[config.mk]
export PLATFORM = sky130hd
export DESIGN_NAME = id_ex_stage
export DESIGN_NICKNAME = d
export VERILOG_FILES = /design/src/rtl/id_ex_stage.sv
export SDC_FILE = /design/constraint.sdc
export NUM_CORES = 1
export LEC_CHECK = 0
export ABC_AREA = 1
export CELL_PAD_IN_SITES_DETAIL_PLACEMENT = 2
export CELL_PAD_IN_SITES_GLOBAL_PLACEMENT = 2
export CORE_MARGIN = 2
export CORE_UTILIZATION = 22
export CTS_BUF_LIST = sky130_fd_sc_hd__clkbuf_16
export CTS_CLUSTER_DIAMETER = 30
export DETAILED_ROUTE_END_ITERATION = 12
export GPL_ROUTABILITY_DRIVEN = 0
export GPL_TIMING_DRIVEN = 1
export PLACE_DENSITY_LB_ADDON = 0.2
export SLEW_MARGIN = 30
export SYNTH_ARGS = -nofsm -noshare
export SYNTH_HDL_FRONTEND = slang
export SYNTH_SLANG_ARGS = --single-unit
[constraint.sdc]
create_clock -name clock -period 3 [get_ports clock]
set_input_delay 0.3 -clock clock [delete_from_list [all_inputs] [get_ports clock]]
set_output_delay 0.3 -clock clock [all_outputs]
set_load 0.02 [all_outputs]
[src/rtl/id_ex_stage.sv]
// ID/EX pipeline register with load-use hazard detection, bubble insertion,
// branch flush, downstream hold and a saturating bubble counter.
module id_ex_stage #(
    parameter int unsigned DATA_W = 32,
    parameter int unsigned CNT_W  = 16
) (
    input  logic              clock,
    input  logic              reset,
    input  logic              id_valid,
    input  logic              id_RegWrite,
    input  logic              id_RegDst,
    input  logic              id_ALUSrc,
    input  logic              id_Branch,
    input  logic              id_MemWrite,
    input  logic              id_MemRead,
    input  logic              id_MemToReg,
    input  logic [1:0]        id_ALUOp,
    input  logic [4:0]        id_rs,
    input  logic [4:0]        id_rt,
    input  logic [4:0]        id_rd,
    input  logic [5:0]        id_funct,
    input  logic [DATA_W-1:0] id_rdata1,
    input  logic [DATA_W-1:0] id_rdata2,
    input  logic [DATA_W-1:0] id_imm,
    input  logic [DATA_W-1:0] id_pc4,
    input  logic              flush,
    input  logic              ex_hold,
    output logic              ex_valid,
    output logic              ex_RegWrite,
    output logic              ex_RegDst,
    output logic              ex_ALUSrc,
    output logic              ex_Branch,
    output logic              ex_MemWrite,
    output logic              ex_MemRead,
    output logic              ex_MemToReg,
    output logic [1:0]        ex_ALUOp,
    output logic [4:0]        ex_rs,
    output logic [4:0]        ex_rt,
    output logic [4:0]        ex_rd,
    output logic [5:0]        ex_funct,
    output logic [DATA_W-1:0] ex_rdata1,
    output logic [DATA_W-1:0] ex_rdata2,
    output logic [DATA_W-1:0] ex_imm,
    output logic [DATA_W-1:0] ex_pc4,
    output logic              stall_out,
    output logic [CNT_W-1:0]  bubble_cnt
);

    localparam int unsigned REG_W      = 5;
    localparam int unsigned FUNCT_W    = 6;
    localparam int unsigned CTRL_W     = 9;
    localparam int unsigned C_REGWRITE = 8;
    localparam int unsigned C_REGDST   = 7;
    localparam int unsigned C_ALUSRC   = 6;
    localparam int unsigned C_BRANCH   = 5;
    localparam int unsigned C_MEMWRITE = 4;
    localparam int unsigned C_MEMREAD  = 3;
    localparam int unsigned C_MEMTOREG = 2;

    logic [CTRL_W-1:0]  id_ctrl;
    logic [CTRL_W-1:0]  ctrl_q,   ctrl_d;
    logic               valid_q,  valid_d;
    logic [REG_W-1:0]   rs_q,     rs_d;
    logic [REG_W-1:0]   rt_q,     rt_d;
    logic [REG_W-1:0]   rd_q,     rd_d;
    logic [FUNCT_W-1:0] funct_q,  funct_d;
    logic [DATA_W-1:0]  rdata1_q, rdata1_d;
    logic [DATA_W-1:0]  rdata2_q, rdata2_d;
    logic [DATA_W-1:0]  imm_q,    imm_d;
    logic [DATA_W-1:0]  pc4_q,    pc4_d;
    logic [CNT_W-1:0]   cnt_q,    cnt_d;
    logic               uses_rt;
    logic               hazard;

    assign id_ctrl = {id_RegWrite, id_RegDst, id_ALUSrc, id_Branch, id_MemWrite,
                      id_MemRead, id_MemToReg, id_ALUOp};

    // rt is a source for R-type, branches and stores; a load in EX blocks any real source match
    assign uses_rt   = ~id_ALUSrc | id_MemWrite;
    assign hazard    = valid_q & ctrl_q[C_MEMREAD] & id_valid & (rt_q != '0)
                     & ((rt_q == id_rs) | (uses_rt & (rt_q == id_rt)));
    assign stall_out = (hazard | ex_hold) & ~flush;

    always_comb begin
        valid_d  = valid_q;
        ctrl_d   = ctrl_q;
        rs_d     = rs_q;
        rt_d     = rt_q;
        rd_d     = rd_q;
        funct_d  = funct_q;
        rdata1_d = rdata1_q;
        rdata2_d = rdata2_q;
        imm_d    = imm_q;
        pc4_d    = pc4_q;
        cnt_d    = cnt_q;
        // Data fields follow ID on every non-hold edge; only control/valid differ by rule
        if (flush || !ex_hold) begin
            rs_d     = id_rs;
            rt_d     = id_rt;
            rd_d     = id_rd;
            funct_d  = id_funct;
            rdata1_d = id_rdata1;
            rdata2_d = id_rdata2;
            imm_d    = id_imm;
            pc4_d    = id_pc4;
        end
        if (flush) begin
            valid_d = 1'b0;
            ctrl_d  = '0;
        end else if (ex_hold) begin
            valid_d = valid_q;
        end else if (hazard) begin
            valid_d = 1'b0;
            ctrl_d  = '0;
            if (cnt_q != '1) begin
                cnt_d = cnt_q + CNT_W'(1);
            end
        end else begin
            valid_d = id_valid;
            ctrl_d  = id_valid ? id_ctrl : '0;
        end
    end

    always_ff @(posedge clock) begin
        if (reset) begin
            valid_q  <= 1'b0;
            ctrl_q   <= '0;
            rs_q     <= '0;
            rt_q     <= '0;
            rd_q     <= '0;
            funct_q  <= '0;
            rdata1_q <= '0;
            rdata2_q <= '0;
            imm_q    <= '0;
            pc4_q    <= '0;
            cnt_q    <= '0;
        end else begin
            valid_q  <= valid_d;
            ctrl_q   <= ctrl_d;
            rs_q     <= rs_d;
            rt_q     <= rt_d;
            rd_q     <= rd_d;
            funct_q  <= funct_d;
            rdata1_q <= rdata1_d;
            rdata2_q <= rdata2_d;
            imm_q    <= imm_d;
            pc4_q    <= pc4_d;
            cnt_q    <= cnt_d;
        end
    end

    assign ex_valid    = valid_q;
    assign ex_RegWrite = ctrl_q[C_REGWRITE];
    assign ex_RegDst   = ctrl_q[C_REGDST];
    assign ex_ALUSrc   = ctrl_q[C_ALUSRC];
    assign ex_Branch   = ctrl_q[C_BRANCH];
    assign ex_MemWrite = ctrl_q[C_MEMWRITE];
    assign ex_MemRead  = ctrl_q[C_MEMREAD];
    assign ex_MemToReg = ctrl_q[C_MEMTOREG];
    assign ex_ALUOp    = ctrl_q[1:0];
    assign ex_rs       = rs_q;
    assign ex_rt       = rt_q;
    assign ex_rd       = rd_q;
    assign ex_funct    = funct_q;
    assign ex_rdata1   = rdata1_q;
    assign ex_rdata2   = rdata2_q;
    assign ex_imm      = imm_q;
    assign ex_pc4      = pc4_q;
    assign bubble_cnt  = cnt_q;

endmodule

* Word-level counts from Yosys, hierarchy flattened
Index checks and enable logic that the tools add are counted.
** Word-level totals
- Register bits :: 175
- Bits in latches :: 0
- Bits in writable memories :: 0
- Bits in read-only memories :: 0
- Input bits :: 163
- Output and inout port bits :: 176
- Word-level logic and storage cells :: 35
- Memories :: 0
** Operators by class
- Add/subtract/negate cells :: 1
- Multiply operators :: 0
- Div/mod/pow operators :: 0
- Magnitude comparators :: 0
- Eq/ne operators :: 3
- Shift operators :: 0
- Mux-type cells :: 3
- Bitwise gates (word level) :: 12
- Reduce and logical (&&, ||, !) cells :: 5
** Operators by type and width (count)
- 9-bit 2-to-1 mux :: 2
- 16-bit by 1-bit adder with 16-bit output, second input constant :: 1
- 16-bit != test, second input constant :: 1
- 5-bit equality test :: 2
- 1-bit AND :: 6
- 5-bit nonzero test :: 1
- 4-bit AND reduction :: 1
- 1-bit NOT :: 3
- 1-bit bitwise OR :: 3
- 2-bit OR reduction :: 1
- 1-bit logical NOT :: 1
- 1-bit logical OR :: 1
- 1-bit 2-to-1 mux :: 1

* Logic depth before layout (Yosys ltp)
Gate-level depths: netlist of run 1.
- Word-level depth :: 7
- Depth in mapped cells :: 12
- Depth with buffers taken out :: 11

* Worst setup path before layout of run 1
OpenSTA, ideal clock, no wires.
- Path kind :: reg2out
- From :: register rt_q[4], in the netlist ex_rt[4]
- To :: output port stall_out
- Arrival time :: 1.513 ns
- Required time :: 2.700 ns
- Setup slack :: 1.187 ns
- Stages on the path, launching flop included :: 10
- Path buffers :: 1
- Path through :: dfxtp_1 > inv_1 > nand2_1 > nand2_1 > nor2_1 > nand3_1 > nand2_2 > nand2_1 > buf_2 > a21oi_1
** On the way
- Longest elaborated chain between the ends :: 6
- Elaborated cells between the ends (all ways) :: 9
- Those cells by class :: eq/ne: 2; bitwise: 6; reduce/logical: 1
** RTL lines
- start: declaration :: line 64 : logic [REG_W-1:0] rt_q, rt_d;
- start signal: assignment :: line 141 : rt_q <= rt_d;
- 5-bit equality test :: line 81 : & ((rt_q == id_rs) | (uses_rt & (rt_q == id_rt)));
- 1-bit AND :: line 81
- 1-bit bitwise OR :: line 81
- 1-bit AND * :: line 81
- 1-bit bitwise OR * :: line 82 : assign stall_out = (hazard | ex_hold) & ~flush;
- 1-bit AND * :: line 82
- end: declaration :: line 45 : output logic stall_out,
Every way passes the cells marked *; elsewhere a longest branch is shown, timed or not.

* Worst setup path after layout of run 1
- From :: register rt_q[0], in the netlist ex_rt[0]
- To :: output port stall_out
Same word-level chain as after synthesis.

==> results by group, run 1 <==
Status
  • Status: completed

Power and ir drop
  • Worst vdd ir: 0.295 mV
  • Pwr Total: 5810 uW
  • Static Leak: 0.00444 uW
  • Pwr Density: 532 mW/mm^2

Setup path
  • Worst R2R Start: bubble_cnt[1]$_SDFFE_PP0P_
  • Reg2Reg Depth: 9
  • Setup Crit Path Kind: reg2out
  • Reg2Reg Setup Slack: 0.97 ns
  • Req. time, crit path: 2.70 ns
  • CP Launch Point: ex_rt[0]$_SDFFE_PP0P_
  • Worst setup EP type: primary output
  • Critical path arrival: 2.34 ns
  • CP Max Fanout: 4
  • CP Capture Point: stall_out
  • CP Launch Type: flop
  • Reg-to-reg endpoint: bubble_cnt[0]$_SDFFE_PP0P_

Clocking
  • Htree depth: 4
  • Post CTS Setup Buffer Count: 0
  • Skew-Pair Late Insertion Delay: 0.43 ns
  • TritonCTS clock tree: built
  • Clock Tree Buf Depth: 2
  • CTS buffer count: 17
  • CTS Hold Buffers Added: 0
  • Post-CTS Resized: 0
  • Sink Count: 175
  • Clk slew on worst S/H paths: 0.07 ns
  • CTS root buf: clkbuf_16

Logic synthesis
  • Seq/Total Area, Yosys: 0.535
  • Yosys top cell area share: 0.535
  • Netlist Area Pre-Place: 0.00654 sq mm
  • Yosys warns: 0
  • Synth Register Bits: 175
  • Cell variety after synth: 21
  • Syn Area/Cell: 7.30 sq um
  • Gate Count Post-Synth: 897
  • Top cells by area, synth: dfxtp_1, nor2_1, o21ai_0
  • Syn nets: 1061
  • Cell type with the highest aggregate area in the netlist: dfxtp_1

Detailed routing
  • DR pass1 iterations: 4
  • Vias: 7104
  • First DRT Iteration DRCs: 293
  • WL final: 26700 um
  • Post-route antenna net violation count: 0
  • Via density: 4.39
  • Average routed wire per standard cell: 16.5 um
  • DRC: 0

Final layout
  • Layout cells sized above 1: 0.0424
  • Commonest non-fill, non-tap cells in the layout: nor2_1, clkdlybuf4s50_1, dfxtp_1
  • Number of diodes: 0
  • Cell Count, Final, Fillers Out: 1617
  • Fillcell total: 3415
  • P&R area growth vs syn: 66.9%
  • Final Instance Area: 0.0109 sq mm
  • Post-route core utilization: 0.371
  • Final net count: 1378

Placed design
  • IO buf count: 338
  • DP Cell Count: 1585
  • Placed Area: 0.0104 sq mm
  • Dpl hpwl: 19600 um

Global routing
  • GR peak layer: met2
  • Gr ovfl total: 0
  • Met1 Track Usage GR: 0.196
  • First-pass GRT wire length: 41600 um
  • Initial antenna violation count: 1
  • Total Routing Usage GR: 0.172
  • Met2 Track Usage GR: 0.295
  • Number of global-route vias before repair: 7479
  • GR Layer Usage met3: 0.0775
  • Pin count of the biggest net entering global routing: 91

Timing
  • Setup TNS: 0 ns
  • Least-Margin Pin Slew: 0.620 ns
  • Max_slew headroom: 0.586
  • Clock Skew: 0.00741 ns
  • Slew Viols, Final: 0
  • RSZ-0062 raised after global routing: false
  • Setup-failing EPs final: 0
  • Maximum clock rate: 379 MHz
  • Minimum clock period: 2.64 ns
  • Final hold violations: 0
  • Final period utilization: 0.880

Job
  • Number of max-cap violations: 0

Floorplanning
  • Chip Height: 176 um
  • Die X-Extent: 176 um
  • Row count: 63
  • Die ar.: 0.0311 sq mm
  • Core Area: 0.0295 sq mm
  • Initial Util: 0.222
  • I/O Pins: 339

Hold path
  • WHS Path Cells: 3
  • HP Class: in2reg
==> stage by stage <==
step / hold slack [ns] / worst slack, ns
3_3_place_gp: 0.454 / 0.611
4_1_cts: 0.440 / 0.309
2_1_floorplan: 0.448 / 1.19
3_5_place_dp: 0.458 / 0.549
6_report: 0.460 / 0.359
5_1_grt: 0.453 / 0.209
==> Yosys cell counts (all sizes together) <==
master	number
nor2	341
dfxtp	175
o21ai	151
nand2	96
clkbuf	37
inv	29
a21oi	20
buf	19
nand4	12
nand3	11
nand3b	2
ha	1
nor3	1
o21bai	1
xnor2	1
==> how the worst min path moves through the flow <==
stage	startpoint	slack [ns]	endpoint
2_1_floorplan	id_rs[0]	0.45	ex_rs[0]$_SDFFE_PP0P_
4_1_cts	id_RegDst	0.44	ctrl_q[7]$_SDFFE_PP0N_
6_report	id_Branch	0.46	ctrl_q[5]$_SDFFE_PP0N_
3_3_place_gp	ctrl_q[1]$_SDFFE_PP0N_	0.45	ctrl_q[1]$_SDFFE_PP0N_
3_5_place_dp	ctrl_q[0]$_SDFFE_PP0N_	0.46	ctrl_q[0]$_SDFFE_PP0N_
5_1_grt	id_MemToReg	0.45	ctrl_q[2]$_SDFFE_PP0N_
==> kinds of logic after synthesis <==
group	count (synthesis)	synth area share
buf+inv	85	0.0535
compound gates	172	0.132
flops	175	0.535
xor+xnor	1	0.00134
simple gates	463	0.276
fa+ha+maj	1	0.00191
==> sequential cells by signal, indices dropped and copies added (netlist names) <==
register    flops
ex_valid        1
ex_rt           5
ex_imm         32
ex_rdata1      32
ex_funct        6
ex_rs           5
ex_pc4         32
ex_rd           5
ctrl_q          9
bubble_cnt     16
ex_rdata2      32
==> where the power goes <==
part	switching, uW	total (uW)	internal, uW
registers	77.1	2550	2470
logic	526	1050	528
clock network	983	2210	1230
==> critical path, stage by stage, from the launching register on <==
cell and delay, ns:
dfxtp_1 0.44, inv_1 0.17, nand2_1 0.09, nand2_1 0.06, nor2_1 0.09, nand3_1 0.09
nand2_2 0.13, nand2_1 0.08, a21oi_1 0.14, clkdlybuf4s50_1 0.62
==> routing by layer <==
metal	wire [um]	part of all wire
met3	2570	0.096
met4	202	0.0076
met1	10900	0.41
met5	13	0.00049
met2	13000	0.49
==> cell type report <==
| cell class | count | area [sq um] | area share |
|---|---|---|---|
| multi-input cells | 637 | 2700 | 0.247 |
| clock inverters | 15 | 145 | 0.0133 |
| clock buffers | 17 | 425 | 0.0389 |
| well taps | 390 | 488 | 0.0447 |
| repair buffers | 354 | 3550 | 0.325 |
| flip-flops and latches | 175 | 3500 | 0.321 |
| inverters | 29 | 114 | 0.0104 |
Note: power is estimated with default switching activity, not from simulation.
==> run 2, diff against run 1 <==
--- a/config.mk
+++ b/config.mk
@@ -15,7 +15,9 @@
 export DETAILED_ROUTE_END_ITERATION = 12
 export GPL_ROUTABILITY_DRIVEN = 0
 export GPL_TIMING_DRIVEN = 1
+export HOLD_SLACK_MARGIN = 0.1
 export PLACE_DENSITY_LB_ADDON = 0.2
+export SKIP_CTS_REPAIR_TIMING = 1
 export SLEW_MARGIN = 30
 export SYNTH_ARGS = -nofsm -noshare
 export SYNTH_HDL_FRONTEND = slang
==> results of run 2 <==
The final DEF is identical to that of run 1; final timing and power are the same.
==> run 3, diff against run 2 <==
--- a/config.mk
+++ b/config.mk
@@ -6,18 +6,21 @@
 export NUM_CORES = 1
 export LEC_CHECK = 0
 export ABC_AREA = 1
+export ABC_CLOCK_PERIOD_IN_PS = 3000
 export CELL_PAD_IN_SITES_DETAIL_PLACEMENT = 2
 export CELL_PAD_IN_SITES_GLOBAL_PLACEMENT = 2
 export CORE_MARGIN = 2
 export CORE_UTILIZATION = 22
 export CTS_BUF_LIST = sky130_fd_sc_hd__clkbuf_16
 export CTS_CLUSTER_DIAMETER = 30
+export CTS_CLUSTER_SIZE = 30
 export DETAILED_ROUTE_END_ITERATION = 12
 export GPL_ROUTABILITY_DRIVEN = 0
 export GPL_TIMING_DRIVEN = 1
 export HOLD_SLACK_MARGIN = 0.1
 export PLACE_DENSITY_LB_ADDON = 0.2
 export SKIP_CTS_REPAIR_TIMING = 1
+export SKIP_LAST_GASP = 1
 export SLEW_MARGIN = 30
 export SYNTH_ARGS = -nofsm -noshare
 export SYNTH_HDL_FRONTEND = slang
==> results of run 3 <==
The final DEF is identical to that of run 1; final timing and power are the same.
